$ cat src/rtl/lcd_pkg.sv
// Shared definitions for the LCD command sequencer.
//   - Opcode values understood by the LCD image controller, plus the
//     script-only opcodes (NOPs and END) that the sequencer consumes itself.
//   - Sequencer FSM state encoding. It is also driven out on dbg_state.
//   - is_nop(): identifies opcodes that are skipped without being issued.
package lcd_pkg;

  localparam logic [3:0] CMD_WRITE     = 4'h0;
  localparam logic [3:0] CMD_SHIFT_UP  = 4'h1;
  localparam logic [3:0] CMD_SHIFT_DN  = 4'h2;
  localparam logic [3:0] CMD_SHIFT_LF  = 4'h3;
  localparam logic [3:0] CMD_SHIFT_RT  = 4'h4;
  localparam logic [3:0] CMD_MAX       = 4'h5;
  localparam logic [3:0] CMD_MIN       = 4'h6;
  localparam logic [3:0] CMD_AVG       = 4'h7;
  localparam logic [3:0] CMD_ROT_CCW   = 4'h8;
  localparam logic [3:0] CMD_ROT_CW    = 4'h9;
  localparam logic [3:0] CMD_MIRROR_X  = 4'hA;
  localparam logic [3:0] CMD_MIRROR_Y  = 4'hB;
  localparam logic [3:0] CMD_LOAD      = 4'hC;
  localparam logic [3:0] CMD_NOP0      = 4'hD;
  localparam logic [3:0] CMD_NOP1      = 4'hE;
  localparam logic [3:0] CMD_END       = 4'hF;

  localparam logic [2:0] ST_IDLE      = 3'd0;
  localparam logic [2:0] ST_WAIT_RDY  = 3'd1;
  localparam logic [2:0] ST_FETCH     = 3'd2;
  localparam logic [2:0] ST_DECODE    = 3'd3;
  localparam logic [2:0] ST_ISSUE     = 3'd4;
  localparam logic [2:0] ST_SETTLE    = 3'd5;
  localparam logic [2:0] ST_WAIT_DONE = 3'd6;
  localparam logic [2:0] ST_FINISH    = 3'd7;

  function automatic logic is_nop(input logic [3:0] op);
    return (op == CMD_NOP0) || (op == CMD_NOP1);
  endfunction

endpackage

$ cat src/rtl/seq_watchdog.sv
// Wait-state watchdog for the LCD command sequencer.
// The counter is cleared while clr is high. It advances by one each cycle
// while en is high. expired is high in the cycle where the count has reached
// BUSY_TIMEOUT-1 and en is still high. The owner then leaves its wait state
// on that edge, so it has spent exactly BUSY_TIMEOUT cycles waiting.
// Ports:
//   clk, reset_n : clock and async active-low reset
//   clr          : hold the count at zero
//   en           : count this cycle
//   expired      : timeout reached (combinational from the count flop)
module seq_watchdog
  import lcd_pkg::*;
#(
  parameter int BUSY_TIMEOUT = 1024,
  parameter int TO_W         = 11
) (
  input  logic clk,
  input  logic reset_n,
  input  logic clr,
  input  logic en,
  output logic expired
);

  localparam logic [TO_W-1:0] CNT_LAST = TO_W'(BUSY_TIMEOUT - 1);
  localparam logic [TO_W-1:0] CNT_ONE  = {{(TO_W-1){1'b0}}, 1'b1};

  logic [TO_W-1:0] cnt_q, cnt_d;

  always_comb begin
    cnt_d = cnt_q;
    if (clr) begin
      cnt_d = '0;
    end else if (en && (cnt_q != CNT_LAST)) begin
      cnt_d = cnt_q + CNT_ONE;
    end
  end

  always_ff @(posedge clk or negedge reset_n) begin
    if (!reset_n) begin
      cnt_q <= '0;
    end else begin
      cnt_q <= cnt_d;
    end
  end

  assign expired = en && !clr && (cnt_q == CNT_LAST);

endmodule

$ cat src/rtl/lcd_cmd_sequencer.sv
// LCD command sequencer.
// After a start pulse, the sequencer reads opcodes from the command script ROM.
// It issues each opcode to the LCD controller as a one-cycle cmd_valid pulse.
// Handshake: cmd_valid is an issue-only strobe with no acknowledge. The
// controller's lcd_busy acts as "not ready". The sequencer samples lcd_busy==0
// in WAIT_RDY and only then starts a fetch, so a pulse never overlaps busy.
// SETTLE gives the controller one cycle to raise busy before the next check.
// A Write (opcode 0) ends the script once lcd_done is seen. END (F) also ends
// the script. NOPs (D/E) are skipped. All outputs come straight from flops.
// Ports:
//   clk, reset_n        : clock, async active-low reset
//   start               : 1-cycle pulse, run the script from address 0
//   CROM_rd/A, CROM_Q   : script ROM port; Q is valid the cycle after rd
//   lcd_busy, lcd_done  : controller status
//   cmd, cmd_valid      : opcode and issue strobe to the controller
//   seq_busy, seq_done  : running flag / sticky finished flag
//   error               : sticky timeout or script overrun
//   cmd_count           : opcodes issued in this run (saturating)
//   dbg_state           : current FSM state
module lcd_cmd_sequencer
  import lcd_pkg::*;
#(
  parameter int CMD_AW       = 6,
  parameter int BUSY_TIMEOUT = 1024,
  parameter int TO_W         = 11
) (
  input  logic              clk,
  input  logic              reset_n,
  input  logic              start,
  output logic              CROM_rd,
  output logic [CMD_AW-1:0] CROM_A,
  input  logic [3:0]        CROM_Q,
  input  logic              lcd_busy,
  input  logic              lcd_done,
  output logic [3:0]        cmd,
  output logic              cmd_valid,
  output logic              seq_busy,
  output logic              seq_done,
  output logic              error,
  output logic [CMD_AW:0]   cmd_count,
  output logic [2:0]        dbg_state
);

  localparam logic [CMD_AW-1:0] ADDR_LAST = {CMD_AW{1'b1}};
  localparam logic [CMD_AW-1:0] ADDR_ONE  = {{(CMD_AW-1){1'b0}}, 1'b1};
  localparam logic [CMD_AW:0]   CNT_MAX   = {1'b1, {CMD_AW{1'b0}}};
  localparam logic [CMD_AW:0]   CNT_ONE   = {{CMD_AW{1'b0}}, 1'b1};

  logic [2:0]        state_q, state_d;
  logic [CMD_AW-1:0] addr_q, addr_d;
  logic              rd_q, rd_d;
  logic [3:0]        cmd_q, cmd_d;
  logic              cmd_valid_q, cmd_valid_d;
  logic              seq_busy_q, seq_busy_d;
  logic              seq_done_q, seq_done_d;
  logic              error_q, error_d;
  logic [CMD_AW:0]   count_q, count_d;
  logic              advance;
  logic              wd_clr, wd_en, wd_expired;

  // The watchdog runs only in the two wait states. It is held clear everywhere
  // else, so it always starts from zero when one of them is entered.
  assign wd_en  = (state_q == ST_WAIT_RDY) || (state_q == ST_WAIT_DONE);
  assign wd_clr = !wd_en;

  seq_watchdog #(
    .BUSY_TIMEOUT (BUSY_TIMEOUT),
    .TO_W         (TO_W)
  ) u_watchdog (
    .clk     (clk),
    .reset_n (reset_n),
    .clr     (wd_clr),
    .en      (wd_en),
    .expired (wd_expired)
  );

  always_comb begin
    state_d     = state_q;
    addr_d      = addr_q;
    rd_d        = 1'b0;
    cmd_d       = cmd_q;
    cmd_valid_d = 1'b0;
    seq_busy_d  = seq_busy_q;
    seq_done_d  = seq_done_q;
    error_d     = error_q;
    count_d     = count_q;
    advance     = 1'b0;

    case (state_q)
      ST_IDLE: begin
        if (start) begin
          state_d    = ST_WAIT_RDY;
          seq_busy_d = 1'b1;
          seq_done_d = 1'b0;
          count_d    = '0;
          addr_d     = '0;
        end
      end
      ST_WAIT_RDY: begin
        // lcd_done is ignored here on purpose; only busy matters.
        if (!lcd_busy) begin
          state_d = ST_FETCH;
          rd_d    = 1'b1;
        end else if (wd_expired) begin
          state_d    = ST_IDLE;
          error_d    = 1'b1;
          seq_busy_d = 1'b0;
          seq_done_d = 1'b0;
        end
      end
      ST_FETCH: begin
        state_d = ST_DECODE;
      end
      ST_DECODE: begin
        if (CROM_Q == CMD_END) begin
          state_d = ST_FINISH;
        end else if (is_nop(CROM_Q)) begin
          advance = 1'b1;
        end else begin
          state_d     = ST_ISSUE;
          cmd_d       = CROM_Q;
          cmd_valid_d = 1'b1;
          if (count_q != CNT_MAX) begin
            count_d = count_q + CNT_ONE;
          end
        end
      end
      ST_ISSUE: begin
        state_d = ST_SETTLE;
      end
      ST_SETTLE: begin
        // cmd_q still holds the opcode that was just issued.
        if (cmd_q == CMD_WRITE) begin
          state_d = ST_WAIT_DONE;
        end else begin
          advance = 1'b1;
        end
      end
      ST_WAIT_DONE: begin
        if (lcd_done) begin
          state_d = ST_FINISH;
        end else if (wd_expired) begin
          state_d    = ST_IDLE;
          error_d    = 1'b1;
          seq_busy_d = 1'b0;
          seq_done_d = 1'b0;
        end
      end
      ST_FINISH: begin
        // Returns to IDLE without looking at start, so a start pulse in this
        // cycle is dropped.
        state_d = ST_IDLE;
      end
      default: begin
        state_d = ST_IDLE;
      end
    endcase

    // Moving past the last ROM word is a script overrun. The address does not wrap.
    if (advance) begin
      if (addr_q == ADDR_LAST) begin
        error_d = 1'b1;
        state_d = ST_FINISH;
      end else begin
        addr_d  = addr_q + ADDR_ONE;
        state_d = ST_WAIT_RDY;
      end
    end

    if (state_d == ST_FINISH) begin
      seq_done_d = 1'b1;
      seq_busy_d = 1'b0;
    end
  end

  always_ff @(posedge clk or negedge reset_n) begin
    if (!reset_n) begin
      state_q     <= ST_IDLE;
      addr_q      <= '0;
      rd_q        <= 1'b0;
      cmd_q       <= 4'h0;
      cmd_valid_q <= 1'b0;
      seq_busy_q  <= 1'b0;
      seq_done_q  <= 1'b0;
      error_q     <= 1'b0;
      count_q     <= '0;
    end else begin
      state_q     <= state_d;
      addr_q      <= addr_d;
      rd_q        <= rd_d;
      cmd_q       <= cmd_d;
      cmd_valid_q <= cmd_valid_d;
      seq_busy_q  <= seq_busy_d;
      seq_done_q  <= seq_done_d;
      error_q     <= error_d;
      count_q     <= count_d;
    end
  end

  assign CROM_rd   = rd_q;
  assign CROM_A    = addr_q;
  assign cmd       = cmd_q;
  assign cmd_valid = cmd_valid_q;
  assign seq_busy  = seq_busy_q;
  assign seq_done  = seq_done_q;
  assign error     = error_q;
  assign cmd_count = count_q;
  assign dbg_state = state_q;

endmodule
$ cat config.mk
export PLATFORM = sky130hd
export DESIGN_NAME = lcd_cmd_sequencer
export DESIGN_NICKNAME = d
export VERILOG_FILES = /design/src/rtl/lcd_pkg.sv /design/src/rtl/seq_watchdog.sv /design/src/rtl/lcd_cmd_sequencer.sv
export SDC_FILE = /design/constraint.sdc
export NUM_CORES = 1
export LEC_CHECK = 0
export CAP_MARGIN = 10
export CORE_MARGIN = 4
export CORE_UTILIZATION = 53
export DETAILED_ROUTE_END_ITERATION = 7
export MAX_ROUTING_LAYER = met4
export PLACE_DENSITY = 0.91
export SYNTH_ARGS = -nofsm -noshare
export SYNTH_HDL_FRONTEND = slang
export SYNTH_HIERARCHICAL = 1
export SYNTH_SLANG_ARGS = --single-unit
$ cat constraint.sdc
create_clock -name clk -period 3.1 [get_ports clk]
set_input_delay 0.62 -clock clk [delete_from_list [all_inputs] [get_ports clk]]
set_output_delay 0.62 -clock clk [all_outputs]
set_load 0.01 [all_outputs]
==> summary.txt, run 1 <==
Status
  – Run status: finished, final reports clean

Drt
  – Initial drt markers: 150
  – Routed wire length per instance: 16.0 µm
  – Remaining antenna violation count: 0
  – DR pass1 iterations: 4
  – Routed Wire Length: 4680 µm
  – Via count of the routed design: 1,782
  – Via density per instance: about 6
  – Detailed-route DRC error count: 0

STA
  – Final-report hold violation count: 0
  – Worst max-slew margin expressed relative to the limit: 0.540
  – Maximum frequency from static timing analysis: 363 MHz
  – Final count of negative-setup-slack endpoints: 0
  – Post-layout minimum cycle time: 2.75 ns
  – Total negative slack: 0 ns
  – Tcrit/Tclk final: 0.888
  – Least-Margin Pin Slew: between 0.6 and 0.7 ns
  – Final Slew Violations: 0
  – Setup repair after global routing missed its margin: no
  – Post-route clock skew: 0.0104 ns

Pwr
  – Peak supply drop: 0.437 mV
  – Switching power: between 700 and 800 µW
  – Combinational group share of total power: 0.465
  – Clk network pwr share: 0.168
  – Post-layout total power: 2010 µW
  – Portion of total power attributed to sequential cells: 0.367
  – Power density over the cells: 800 nW/µm²
  – Total leakage power: 0.00109 µW
  – Internal portion of total power: 1240 µW
  – Switching fraction of total power: 0.381

Clock tree
  – Buffer type at the clock tree root: sky130_fd_sc_hd__clkbuf_8
  – Post-CTS setup-driven buffer insertion count: 0
  – Sinks on Clock Net: 36
  – H-tree levels: 2
  – Skew-Pair Late Insertion Delay: around 0.29 ns
  – TritonCTS clock tree: done
  – Clock slew seen by the registers of the worst setup and hold paths: 0.07 ns
  – Total CTS buffers: 5
  – Number of instances resized during post-cts repair: 0
  – Bufs on Longest Clock Path: 2
  – Number of hold buffers added after CTS: 0

Layout
  – Post-route cell area: ~2500 µm²
  – Area taken by multi-input logic gates: between 1000 and 1500 µm²
  – Total area of sequential cells: between 900 and 1000 µm²
  – Area added between synthesis and finish: 24.0%
  – Filler Cells Inserted: 278
  – Layout net count: 257
  – Post-layout util: 0.680
  – Diodes inserted: 0
  – Fraction of layout cells with a size suffix above 1: 0.0939

Place
  – Global placement routability congestion: 0.897
  – Instance area after placement: 2420 µm²
  – Placed wire-length estimate after detailed placement: between 3000 and 4000 µm
  – Number of port buffers: 33

Global route
  – Via count of the first global-routing pass: around 1,700
  – Antenna violations before repair: 0
  – First-pass GRT wire length: between 7000 and 8000 µm
  – Global-route usage over all layers: 0.207
  – GRT Residual Overflow: 0
  – Largest net degree at the start of global routing: 37

Floorplanning
  – Die height: 69.8 µm
  – Total Die Area: 4870 µm²
  – Initial Util: 0.549
  – I/O pins: 34
  – Core region area: 3690 µm²
  – Chip width: 69.8 µm
  – Num rows: 22

Critical path
  – Maximum net fanout on the critical path: 12
  – Data arrival time of the critical path: 2.93 ns
  – Type of element launching the critical path: flip-flop
  – Crit path from: dbg_state[2]$_DFF_PN0_
  – Number of cells on the worst reg-to-reg path: 9
  – Critical Path Sink Type: flip-flop
  – Critical path destination: seq_done$_DFFE_PN0P_
  – Worst Path Required: about 3.3 ns
  – Beginning of the worst register-to-register path: dbg_state[2]$_DFF_PN0_
  – R2R Setup Slk: 0.35 ns
  – Terminus of the critical flop-to-flop path: seq_done$_DFFE_PN0P_
  – Crit path kind: flip-flop to flip-flop

Logic synthesis
  – Ys async rst share: 1.00
  – Post-synthesis cell type count: 60
  – Area share of the largest cell type after synthesis: 0.445
  – Synthesized net count: 217
  – Cell accounting for the most synthesized area: sky130_fd_sc_hd__dfrtp_1
  – Sequential-to-total area share from yosys stat: 0.445
  – Yosys reg bits: 36
  – Top_reg_cell synth: sky130_fd_sc_hd__dfrtp_1
  – Average instance area after synthesis: 9.92 µm²
  – Post-synthesis cell count: 204
  – Count of flip-flops with a built-in enable after synthesis: 0
  – Post-synth design cell area: a little over 2000 µm²
  – Top cells by area, synth: sky130_fd_sc_hd__dfrtp_1 44%, sky130_fd_sc_hd__nand2_1 3.2%, sky130_fd_sc_hd__a21oi_1 2.5%, sky130_fd_sc_hd__ha_1 2.5%, sky130_fd_sc_hd__nand3_1 2.5%
  – Count of yosys warnings during synthesis: 6

Flow run
  – Number of maximum-capacitance violations: 0

Worst hold path
  – Worst Hold Class: flip-flop to flip-flop
  – Startpoint of the tightest hold check path: error$_DFF_PN0_
[metal layers]
metal | share of wire | track usage | vias to the layer above | wire [µm]
met2 | 0.47 | 0.324 | 66 | 2190
met4 | 0.0094 | 0.0468 | 0 | 44
li1 | - | - | 861 | -
met5 | 0 | - | - | 0
met1 | 0.46 | 0.275 | 849 | 2140
met3 | 0.066 | 0.0507 | 6 | 311
[stage by stage]
step / hold WS, ns / instances / setup slack [ns]
3_3_place_gp: 0.473 / 285 / 0.502
2_1_floorplan: 0.324 / 204 / 0.275
5_1_grt: 0.536 / 293 / 0.128
6_report: 0.494 / 293 / 0.346
4_1_cts: 0.510 / 293 / 0.365
3_5_place_dp: 0.487 / 285 / 0.382
[power groups by stage]
| stage | combinational, µW | clock [µW] | sequential [µW] |
|---|---|---|---|
| 2_1_floorplan | 502 | 0 | 776 |
| 3_3_place_gp | 898 | 0 | 736 |
| 3_5_place_dp | 934 | 0 | 743 |
| 4_1_cts | 937 | 343 | 736 |
| 5_1_grt | 1030 | 362 | 762 |
| 6_report | 934 | 337 | 737 |
[final cells by class]
cell class              count  area share
clock buffers               8      0.0359
inverters                  10      0.0150
multi-input cells         152       0.417
flip-flops and latches     36       0.359
well taps                  48      0.0239
repair buffers             39       0.150
[worst max-delay path, stage by stage (launching register included)]
cell and delay (ns):
sky130_fd_sc_hd__dfrtp_1 0.49, sky130_fd_sc_hd__or3b_2 0.52, sky130_fd_sc_hd__o21ai_0 0.12, sky130_fd_sc_hd__and3_1 0.28, sky130_fd_sc_hd__and3_1 0.26, sky130_fd_sc_hd__and3_1 0.22
sky130_fd_sc_hd__o41ai_1 0.08, sky130_fd_sc_hd__o32a_1 0.30, sky130_fd_sc_hd__a21boi_1 0.15, sky130_fd_sc_hd__a31o_2 0.24
[state kept, by name (all words and copies together), names as in the netlist]
signal and flops:
CROM_A 6, CROM_rd 1, cmd 4, cmd_count 7, cmd_valid 1, dbg_state 3
error 1, seq_busy 1, seq_done 1, u_watchdog/cnt_q 11
[layout by cell type (no fill, tap or decap), types with 4 or more instances in the layout]
master	Yosys	routed
sky130_fd_sc_hd__dfrtp_1	36	36
sky130_fd_sc_hd__a211oi_1	4	4
sky130_fd_sc_hd__inv_1	9	9
sky130_fd_sc_hd__nor2b_1	6	6
sky130_fd_sc_hd__clkbuf_8	0	6
sky130_fd_sc_hd__nor2_1	12	12
sky130_fd_sc_hd__o21ai_0	10	10
sky130_fd_sc_hd__ha_1	4	4
sky130_fd_sc_hd__buf_4	0	6
sky130_fd_sc_hd__clkdlybuf4s50_1	0	33
sky130_fd_sc_hd__and3_1	5	5
sky130_fd_sc_hd__xnor2_1	4	4
sky130_fd_sc_hd__nand3_1	10	10
sky130_fd_sc_hd__nand4_1	4	4
sky130_fd_sc_hd__nand2_1	17	17
sky130_fd_sc_hd__a21oi_1	10	10
[synth_stat cells (3+ instances only)]
library cell               number
sky130_fd_sc_hd__dfrtp_1       36
sky130_fd_sc_hd__nand2_1       17
sky130_fd_sc_hd__nor2_1        12
sky130_fd_sc_hd__a21oi_1       10
sky130_fd_sc_hd__nand3_1       10
sky130_fd_sc_hd__o21ai_0       10
sky130_fd_sc_hd__inv_1          9
sky130_fd_sc_hd__nor2b_1        6
sky130_fd_sc_hd__and3_1         5
sky130_fd_sc_hd__a211oi_1       4
sky130_fd_sc_hd__ha_1           4
sky130_fd_sc_hd__nand4_1        4
sky130_fd_sc_hd__xnor2_1        4
sky130_fd_sc_hd__mux2_2         3
sky130_fd_sc_hd__nand3b_1       3
sky130_fd_sc_hd__nor4_1         3
sky130_fd_sc_hd__o211a_1        3
sky130_fd_sc_hd__o211ai_1       3
sky130_fd_sc_hd__or3_1          3
[how the worst min path moves through the flow]
stage | slack, ns | endpoint | cells past startpoint
4_1_cts | 0.51 | error$_DFF_PN0_ | 1
2_1_floorplan | 0.32 | CROM_A[0]$_DFF_PN0_ | 0
5_1_grt | 0.54 | error$_DFF_PN0_ | 1
6_report | 0.49 | error$_DFF_PN0_ | 1
3_5_place_dp | 0.49 | error$_DFF_PN0_ | 1
3_3_place_gp | 0.47 | error$_DFF_PN0_ | 1
[cell families (layout without fill, tap and decap cells)]
| kind of cell | Yosys count | count (layout) | synth area share |
|---|---|---|---|
| AND/OR/NAND/NOR | 78 | 78 | 0.221 |
| AO/OA/AOI/OAI | 59 | 59 | 0.216 |
| flip-flops | 36 | 36 | 0.445 |
| buffers and inverters | 16 | 57 | 0.0383 |
| multiplexers | 6 | 6 | 0.0340 |
| XOR/XNOR | 5 | 5 | 0.0216 |
| adder cells (fa/ha/maj) | 4 | 4 | 0.0247 |
Power figures use the tool's default switching activity.
==> inputs of run 2 (changes only) <==
--- a/config.mk
+++ b/config.mk
@@ -5,12 +5,13 @@
 export SDC_FILE = /design/constraint.sdc
 export NUM_CORES = 1
 export LEC_CHECK = 0
+export ABC_AREA = 1
 export CAP_MARGIN = 10
 export CORE_MARGIN = 4
-export CORE_UTILIZATION = 53
+export CORE_UTILIZATION = 50
 export DETAILED_ROUTE_END_ITERATION = 7
 export MAX_ROUTING_LAYER = met4
-export PLACE_DENSITY = 0.91
+export PLACE_DENSITY = 0.86
 export SYNTH_ARGS = -nofsm -noshare
 export SYNTH_HDL_FRONTEND = slang
 export SYNTH_HIERARCHICAL = 1
==> run 2 against run 1 <==
Compared with the run above: sequential power fell by 13%; critical endpoint unchanged; hold slack improved by 0.015 ns; non-clock buffer count fell by 5; synthesized cell count rose by 44%; setup slack improved by 0.20 ns; core utilization fell by 3.6 points; highest routed layer unchanged; routed wire length fell by 1.1%.
==> summary.txt, run 2 <==
Worst hold path
  – Sink of the worst hold path: cmd[0]$_DFFE_PN0P_
  – Worst Hold Class: flip-flop to flip-flop
  – Startpoint of the tightest hold check path: cmd[0]$_DFFE_PN0P_
  – Worst Hold Depth: 2 (+1)

Pwr
  – Internal portion of total power: 1020 µW (-18%)
  – Portion of total power attributed to sequential cells: 0.367 (about the same)
  – Switching fraction of total power: 0.413 (+0.0318)
  – Total leakage power: 0.00119 µW (+9.4%)
  – Peak supply drop: 0.404 mV (-7.7%)
  – Power density over the cells: 658 nW/µm² (-18%)
  – Combinational group share of total power: 0.435 (-0.030)
  – Clk network pwr share: 0.197 (+0.029)
  – Switching power: 721 µW (-5.8%)

Layout
  – Area added between synthesis and finish: 21.1%
  – Highest-count cells in the layout ignoring fill and taps: 82 x sky130_fd_sc_hd__nand2_1, 41 x sky130_fd_sc_hd__nor2_1, 36 x sky130_fd_sc_hd__dfrtp_1, 36 x sky130_fd_sc_hd__nand3_1, 33 x sky130_fd_sc_hd__clkdlybuf4s50_1
  – Flip-flop count of the largest register after layout: 11 (unchanged)
  – Layout net count: 345 (+34%)
  – Diodes inserted: 0 (unchanged)
  – Number of cells in the finished layout apart from fillers: 383 (+31%)
  – Commonest non-fill, non-tap cell in the layout: sky130_fd_sc_hd__nand2_1
  – Fraction of layout cells with a size suffix above 1: 0.102 (+0.00822)
  – Top reg by flops: u_watchdog/cnt_q

Status
  – Run status: finished, final reports clean

Clock tree
  – Post-CTS setup-driven buffer insertion count: 0 (unchanged)
  – TritonCTS clock tree: done
  – Number of instances resized during post-cts repair: 0 (unchanged)
  – Buffer type at the clock tree root: sky130_fd_sc_hd__clkbuf_8
  – Sinks on Clock Net: 36 (unchanged)
  – Skew-Pair Late Insertion Delay: 0.29 ns (about the same)
  – Bufs on Longest Clock Path: 2 (unchanged)
  – H-tree levels: 2 (unchanged)
  – Clock slew seen by the registers of the worst setup and hold paths: 0.07 ns (about the same)
  – Number of hold buffers added after CTS: 0 (unchanged)
  – Total CTS buffers: 5 (unchanged)

Global route
  – GRT Residual Overflow: 0 (unchanged)
  – Antenna violations before repair: 0 (unchanged)
  – First-pass GRT wire length: 8200 µm (+3.8%)
  – Largest net degree at the start of global routing: 37 (unchanged)
  – Via count of the first global-routing pass: 1,850 (+11%)
  – Global-route usage over all layers: 0.199 (-0.00840)

Floorplanning
  – Core region area: 4120 µm² (+12%)
  – Initial Util: 0.532 (-0.0165)
  – I/O pins: 34 (unchanged)
  – Die height: 74.2 µm (+6.3%)
  – Num rows: 23 (+4.5%)
  – Chip width: 74.2 µm (+6.3%)
  – Total Die Area: 5500 µm² (+13%)

Critical path
  – Data arrival time of the critical path: 2.73 ns (-0.20 ns)
  – Library cell contributing the largest single delay on the critical path: sky130_fd_sc_hd__dfrtp_1
  – Worst path cell trace: nor2_1 -> nand2_1 -> inv_1 -> nor2_4 -> inv_1 -> nand4_1 -> nor3_1 -> inv_1 -> nor2_1 -> nor2_1 -> nor2_1 -> nand2_1 -> nand2_1 -> nand2_1 -> nand3_2 -> o21a_1 -> nand2_1
  – Critical Path Sink Type: flip-flop
  – Number of cells on the worst reg-to-reg path: 17 (+8)
  – Crit path from: dbg_state[0]$_DFF_PN0_
  – R2R Setup Slk: 0.54 ns (+0.20 ns)
  – Worst path most repeated cell: sky130_fd_sc_hd__nand2_1
  – Stages on the worst setup path: 17 (+8)
  – Beginning of the worst register-to-register path: dbg_state[0]$_DFF_PN0_
  – Maximum single-stage delay on the critical path: 0.47 ns (-0.05 ns)
  – Cell family with the largest share of critical-path delay: simple AND/OR/NAND/NOR gates
  – Crit path kind: flip-flop to flip-flop
  – Worst Path Required: 3.28 ns (about the same)
  – Terminus of the critical flop-to-flop path: seq_done$_DFFE_PN0P_
  – Type of element launching the critical path: flip-flop
  – Maximum net fanout on the critical path: 9 (-3)
  – Buffers plus inverters on the worst setup path: 3 (+3)

Drt
  – Via count of the routed design: 2,004 (+12%)
  – Remaining antenna violation count: 0 (unchanged)
  – Detailed-route DRC error count: 0 (unchanged)
  – Routed Wire Length: 4630 µm (-1.1%)
  – Routed wire length per instance: 12.1 µm (-24%)
  – Via density per instance: 5.23 (-14%)
  – Initial drt markers: 105 (-30%)
  – DR pass1 iterations: 4 (unchanged)

STA
  – Worst max-slew margin expressed relative to the limit: 0.691 (+0.151)
  – Post-layout minimum cycle time: 2.56 ns (-0.197 ns)
  – Post-route clock skew: 0.0127 ns (+0.00232 ns)
  – Total negative slack: 0 ns (unchanged)
  – Final-report hold violation count: 0 (unchanged)
  – Tcrit/Tclk final: 0.825 (-0.0636)
  – Final Slew Violations: 0 (unchanged)
  – Setup repair after global routing missed its margin: no
  – Maximum frequency from static timing analysis: 391 MHz (+7.7%)
  – Least-Margin Pin Slew: 0.463 ns (-0.220 ns)
  – Final count of negative-setup-slack endpoints: 0 (unchanged)

Place
  – Placed wire-length estimate after detailed placement: 3480 µm (+1.3%)
  – Cell count after placement: 375 (+32%)
  – Number of port buffers: 33 (unchanged)
  – Global placement routability congestion: 0.933 (+4.1%)

Logic synthesis
  – Average instance area after synthesis: 7.45 µm² (-25%)
  – Area share of the largest cell type after synthesis: 0.411 (-0.0338)
  – Post-synthesis share of cell area spent on full adders, half adders and majority gates: 0.0228 (-0.00188)
  – Cell accounting for the most synthesized area: sky130_fd_sc_hd__dfrtp_1
  – Count of yosys warnings during synthesis: 6 (unchanged)
  – Combinational family with the most area after synthesis: simple AND/OR/NAND/NOR gates
  – Post-synth design cell area: 2190 µm² (+8.2%)
  – Post-synthesis cell count: 294 (+44%)
  – Xor/xnor cell area share of the yosys netlist: 0.0240 (+0.00235)
  – Count of flip-flops with a built-in enable after synthesis: 0 (unchanged)
  – Top_reg_cell synth: sky130_fd_sc_hd__dfrtp_1
  – Yosys reg bits: 36 (unchanged)
  – Most common cell in the synthesized netlist: sky130_fd_sc_hd__nand2_1
  – Most used standard cells in the synthesized netlist: 82 x sky130_fd_sc_hd__nand2_1, 41 x sky130_fd_sc_hd__nor2_1, 36 x sky130_fd_sc_hd__dfrtp_1, 36 x sky130_fd_sc_hd__nand3_1, 27 x sky130_fd_sc_hd__inv_1
  – Compound-gate portion of the synthesized area: 0.0754 (-0.140)
  – Area share of and/or/nand/nor cells after synthesis: 0.401 (+0.180)
  – Top cells by area, synth: sky130_fd_sc_hd__dfrtp_1 41%, sky130_fd_sc_hd__nand2_1 14%, sky130_fd_sc_hd__nand3_1 8.2%, sky130_fd_sc_hd__nor2_1 7.0%, sky130_fd_sc_hd__inv_1 4.6%
  – Post-synthesis cell type count: 30 (-50%)
  – Synthesized net count: 307 (+41%)
  – Ys async rst share: 1.00 (unchanged)
  – Mux share of post-synthesis cell area: 0 (-0.0340)
  – Sequential-to-total area share from yosys stat: 0.411 (-0.0338)

Flow run
  – Number of maximum-capacitance violations: 0 (unchanged)
-- run 2: cell types whose count changed after synthesis, sizes merged, moves of 4 or more --
cell / delta
nor2b: -6
mux2: -4
nand3: +32
a21oi: -6
nor2: +37
nand2: +72
a211oi: -4
inv: +21
and3: -5
o21ai: +4
-- run 2: power groups by stage --
stage | combinational (µW) | sequential, µW | clock [µW]
final | 760 | 641 | 344
after CTS | 765 | 641 | 357
after global placement | 749 | 647 | 0
after global routing | 858 | 656 | 379
after detailed placement | 764 | 648 | 0
after floorplan | 496 | 673 | 0
-- run 2: logic make-up (layout without fill, tap and decap cells) --
kind of cell	Yosys count	after routing
and+or+nand+nor	188	188
buffers and inverters	34	73
AOI/OAI and AO/OA	26	26
DFF	36	36
adders and majority gates	4	4
xor gates and xnor gates	6	6
-- run 2: stage by stage --
step	power, µW	setup WS (ns)	utilization	hold slack (ns)	instance area (µm²)
after global routing	1890	0.239	0.645	0.525	2650
after floorplan	1170	0.770	-	0.324	2190
final	1750	0.543	0.645	0.509	2650
after CTS	1760	0.559	0.645	0.511	2650
after detailed placement	1410	0.606	0.623	0.495	2560
after global placement	1400	0.677	0.623	0.479	2560
-- run 2: worst min-delay path: stages (launching register included) --
cell and delay, ns:
sky130_fd_sc_hd__dfrtp_1 0.37, sky130_fd_sc_hd__nand2_1 0.06, sky130_fd_sc_hd__nand2_1 0.05
-- run 2: worst max-delay path by stage --
stage / endpoint / slack [ns]
4_1_cts: seq_done$_DFFE_PN0P_ / 0.56
3_5_place_dp: seq_done$_DFFE_PN0P_ / 0.61
6_report: seq_done$_DFFE_PN0P_ / 0.54
2_1_floorplan: seq_done$_DFFE_PN0P_ / 0.77
3_3_place_gp: seq_done$_DFFE_PN0P_ / 0.68
5_1_grt: seq_done$_DFFE_PN0P_ / 0.24
-- run 2: metal layers --
metal	GRT usage	vias up	routed length, µm
met4	0.0664	0	57
met2	0.302	49	2100
li1	-	1026	-
met1	0.268	922	2230
met3	0.0378	7	246
met5	-	-	0
-- run 2: area by class of cell --
type,instances,area [µm²]
multi-input cells,224,1150
well taps,50,62.6
fillers,360,1460
inverters,31,116
repair buffers,34,338
flip-flops and latches,36,901
clock buffers,8,90.1
==> inputs of run 3 (changes only) <==
==> constraint.sdc (replaced) <==
create_clock -name clk -period 2.4 [get_ports clk]
set_input_delay 0.48 -clock clk [delete_from_list [all_inputs] [get_ports clk]]
set_output_delay 0.48 -clock clk [all_outputs]
set_load 0.01 [all_outputs]
==> run 3 against run 2 <==
Compared with the run above: first-iteration DRC count rose by 12%; clock power up 17%; maximum frequency up 14%; combinational power grew 51%.
==> summary.txt, run 3 (synthesis gave the netlist of run 2 again) <==
Floorplanning
  – Initial Util: 0.532 (unchanged)
  – Num rows: 23 (unchanged)
  – Core region area: 4120 µm² (unchanged)
  – Total Die Area: 5500 µm² (unchanged)
  – Chip width: 74.2 µm (unchanged)
  – I/O pins: 34 (unchanged)
  – Die height: 74.2 µm (unchanged)

Place
  – Placed wire-length estimate after detailed placement: 3840 µm (+10%)
  – Number of port buffers: 33 (unchanged)
  – Global placement routability congestion: 0.892 (-4.4%)
  – Cell count after placement: 381 (+1.6%)
  – Instance area after placement: 2610 µm² (+1.8%)

Critical path
  – Type of element launching the critical path: flip-flop
  – Worst Path Required: 2.58 ns (-0.70 ns)
  – Crit path kind: flip-flop to flip-flop
  – Worst path most repeated cell: sky130_fd_sc_hd__nand2_1
  – Worst path cell trace: inv_1 -> nor2_1 -> nand2_1 -> inv_2 -> nor2_4 -> inv_2 -> nand4_1 -> nor3_2 -> buf_4 -> nand2_1 -> nand2_1 -> nand2_1 -> nor2_1 -> nand2_1 -> nand2_1 -> nand2_1 -> nand3_2 -> o21a_1 -> nand2_1
  – Maximum single-stage delay on the critical path: 0.36 ns (-0.11 ns)
  – Critical Path Sink Type: flip-flop
  – Number of cells on the worst reg-to-reg path: 19 (+2)
  – Cell family with the largest share of critical-path delay: simple AND/OR/NAND/NOR gates
  – Beginning of the worst register-to-register path: dbg_state[1]$_DFF_PN0_
  – Buffers plus inverters on the worst setup path: 4 (+1)
  – Maximum net fanout on the critical path: 5 (-4)
  – Data arrival time of the critical path: 2.43 ns (-0.30 ns)
  – Library cell contributing the largest single delay on the critical path: sky130_fd_sc_hd__dfrtp_1
  – Terminus of the critical flop-to-flop path: seq_done$_DFFE_PN0P_
  – R2R Setup Slk: 0.15 ns (-0.39 ns)

Layout
  – Fraction of layout cells with a size suffix above 1: 0.149 (+0.0470)
  – Filler Cells Inserted: 342 (-5.0%)
  – Number of cells in the finished layout apart from fillers: 392 (+2.3%)
  – Commonest non-fill, non-tap cell in the layout: sky130_fd_sc_hd__nand2_1
  – Highest-count cells in the layout ignoring fill and taps: 82 x sky130_fd_sc_hd__nand2_1, 40 x sky130_fd_sc_hd__nor2_1, 35 x sky130_fd_sc_hd__dfrtp_1, 35 x sky130_fd_sc_hd__nand3_1, 33 x sky130_fd_sc_hd__clkdlybuf4s50_1
  – Diodes inserted: 0 (unchanged)
  – Top reg by flops: u_watchdog/cnt_q
  – Post-route cell area: 2740 µm² (+3.1%)
  – Flip-flop count of the largest register after layout: 11 (unchanged)
  – Area added between synthesis and finish: 24.8%
  – Layout net count: 355 (+2.9%)

Drt
  – Routed Wire Length: 5270 µm (+14%)
  – DR pass1 iterations: 4 (unchanged)
  – Remaining antenna violation count: 0 (unchanged)
  – Routed wire length per instance: 13.4 µm (+11%)
  – Via density per instance: 5.32 (+1.6%)
  – Via count of the routed design: 2,084 (+4.0%)
  – Initial drt markers: 118 (+12%)
  – Detailed-route DRC error count: 0 (unchanged)

Clock tree
  – Skew-Pair Late Insertion Delay: 0.29 ns (about the same)
  – Sinks on Clock Net: 36 (unchanged)
  – Bufs on Longest Clock Path: 2 (unchanged)
  – Total CTS buffers: 5 (unchanged)
  – Number of hold buffers added after CTS: 0 (unchanged)
  – Clock slew seen by the registers of the worst setup and hold paths: 0.07 ns (about the same)
  – H-tree levels: 2 (unchanged)
  – TritonCTS clock tree: done
  – Buffer type at the clock tree root: sky130_fd_sc_hd__clkbuf_8

Global route
  – Met2 track demand over resource: 0.343 (+0.0404)
  – Global-route track usage on met1: 0.265 (-0.00331)
  – First-pass GRT wire length: 8810 µm (+7.5%)
  – Most Crowded Layer GR: met2
  – Via count of the first global-routing pass: 1,978 (+6.9%)
  – Met3 capacity usage during global routing: 0.0486 (+0.0108)
  – GRT Residual Overflow: 0 (unchanged)
  – Antenna violations before repair: 0 (unchanged)
  – Global-route usage over all layers: 0.215 (+0.0157)
  – Largest net degree at the start of global routing: 37 (unchanged)

Pwr
  – Switching fraction of total power: 0.420 (+0.00698)
  – Internal portion of total power: 1370 µW (+33%)
  – Switching power: 990 µW (+37%)
  – Portion of total power attributed to sequential cells: 0.341 (-0.026)
  – Post-layout total power: 2360 µW (+35%)
  – Power density over the cells: 862 nW/µm² (+31%)
  – Peak supply drop: 0.522 mV (+29%)
  – Clk network pwr share: 0.172 (-0.025)
  – Combinational group share of total power: 0.487 (+0.052)
  – Total leakage power: 0.00124 µW (+3.4%)

STA
  – Final Slew Violations: 0 (unchanged)
  – Maximum frequency from static timing analysis: 445 MHz (+14%)
  – Final count of negative-setup-slack endpoints: 0 (unchanged)
  – Least-Margin Pin Slew: 0.463 ns (+0.000509 ns)
  – Final-report hold violation count: 0 (unchanged)
  – Total negative slack: 0 ns (unchanged)
  – Tcrit/Tclk final: 0.937 (+0.112)
  – Post-layout minimum cycle time: 2.25 ns (-0.309 ns)
  – Worst max-slew margin expressed relative to the limit: 0.691 (about the same)
  – Post-route clock skew: 0.00651 ns (-0.00621 ns)

Worst hold path
  – Worst Hold Depth: 2 (unchanged)
  – Sink of the worst hold path: cmd[0]$_DFFE_PN0P_
  – Startpoint of the tightest hold check path: cmd[0]$_DFFE_PN0P_
  – Worst Hold Class: flip-flop to flip-flop

Flow run
  – Number of maximum-capacitance violations: 0 (unchanged)

Status
  – Run status: finished, final reports clean
-- run 3: per-layer routing --
metal  wire length [µm]  vias to the layer above  share of wire
met1               2340                      972           0.44
met4                120                        0          0.023
met3                268                       14          0.051
met2               2540                       63           0.48
met5                  0                        -              0
li1                   -                     1035              -
-- run 3: how the worst max path moves through the flow --
stage                     depth (start not counted)              startpoint                   end  slack, ns
after floorplan                                  18  dbg_state[1]$_DFF_PN0_  seq_done$_DFFE_PN0P_       0.07
after global placement                           19  dbg_state[1]$_DFF_PN0_  seq_done$_DFFE_PN0P_       0.23
after detailed placement                         18  dbg_state[1]$_DFF_PN0_  seq_done$_DFFE_PN0P_       0.07
after CTS                                        19  dbg_state[1]$_DFF_PN0_  seq_done$_DFFE_PN0P_       0.02
after global routing                             19  dbg_state[1]$_DFF_PN0_  seq_done$_DFFE_PN0P_      -0.04
final                                            19  dbg_state[1]$_DFF_PN0_  seq_done$_DFFE_PN0P_       0.15
-- run 3: repair_timing --
item,4_1_cts,5_1_grt
gates resized for setup,0,8
endpoints found under the setup margin,0,2
setup buffers,0,4
-- run 3: layout make-up --
cell class                 count  area [µm²]  share of cell area
multi-input combinational    224        1160               0.425
sequential                    36         902               0.330
timing repair buffer          44         413               0.151
inverter                      31         116              0.0425
clock buffer                   6        72.6              0.0265
tap                           50        62.6              0.0229
clock inverter                 1        5.00             0.00183
-- run 3: per-stage QoR --
| step | utilization | setup slack, ns | hold WS, ns |
|---|---|---|---|
| 2_1_floorplan | - | 0.0698 | 0.184 |
| 3_3_place_gp | 0.634 | 0.226 | 0.480 |
| 3_5_place_dp | 0.634 | 0.0673 | 0.493 |
| 4_1_cts | 0.653 | 0.0202 | 0.509 |
| 5_1_grt | 0.665 | -0.0393 | 0.541 |
| 6_report | 0.665 | 0.152 | 0.504 |
-- run 3: power groups by stage --
| stage | sequential, µW | clock [µW] | combinational, µW |
|---|---|---|---|
| final | 804 | 404 | 1150 |
| after global routing | 818 | 443 | 1270 |
| after CTS | 813 | 414 | 1080 |
| after detailed placement | 824 | 0 | 1080 |
| after global placement | 820 | 0 | 1050 |
| after floorplan | 869 | 0 | 640 |
-- run 3: worst min-delay path: cells and delay by family (launching register included) --
kind,cells,cell delay (ns)
simple gates,2,0.11
flops,1,0.37
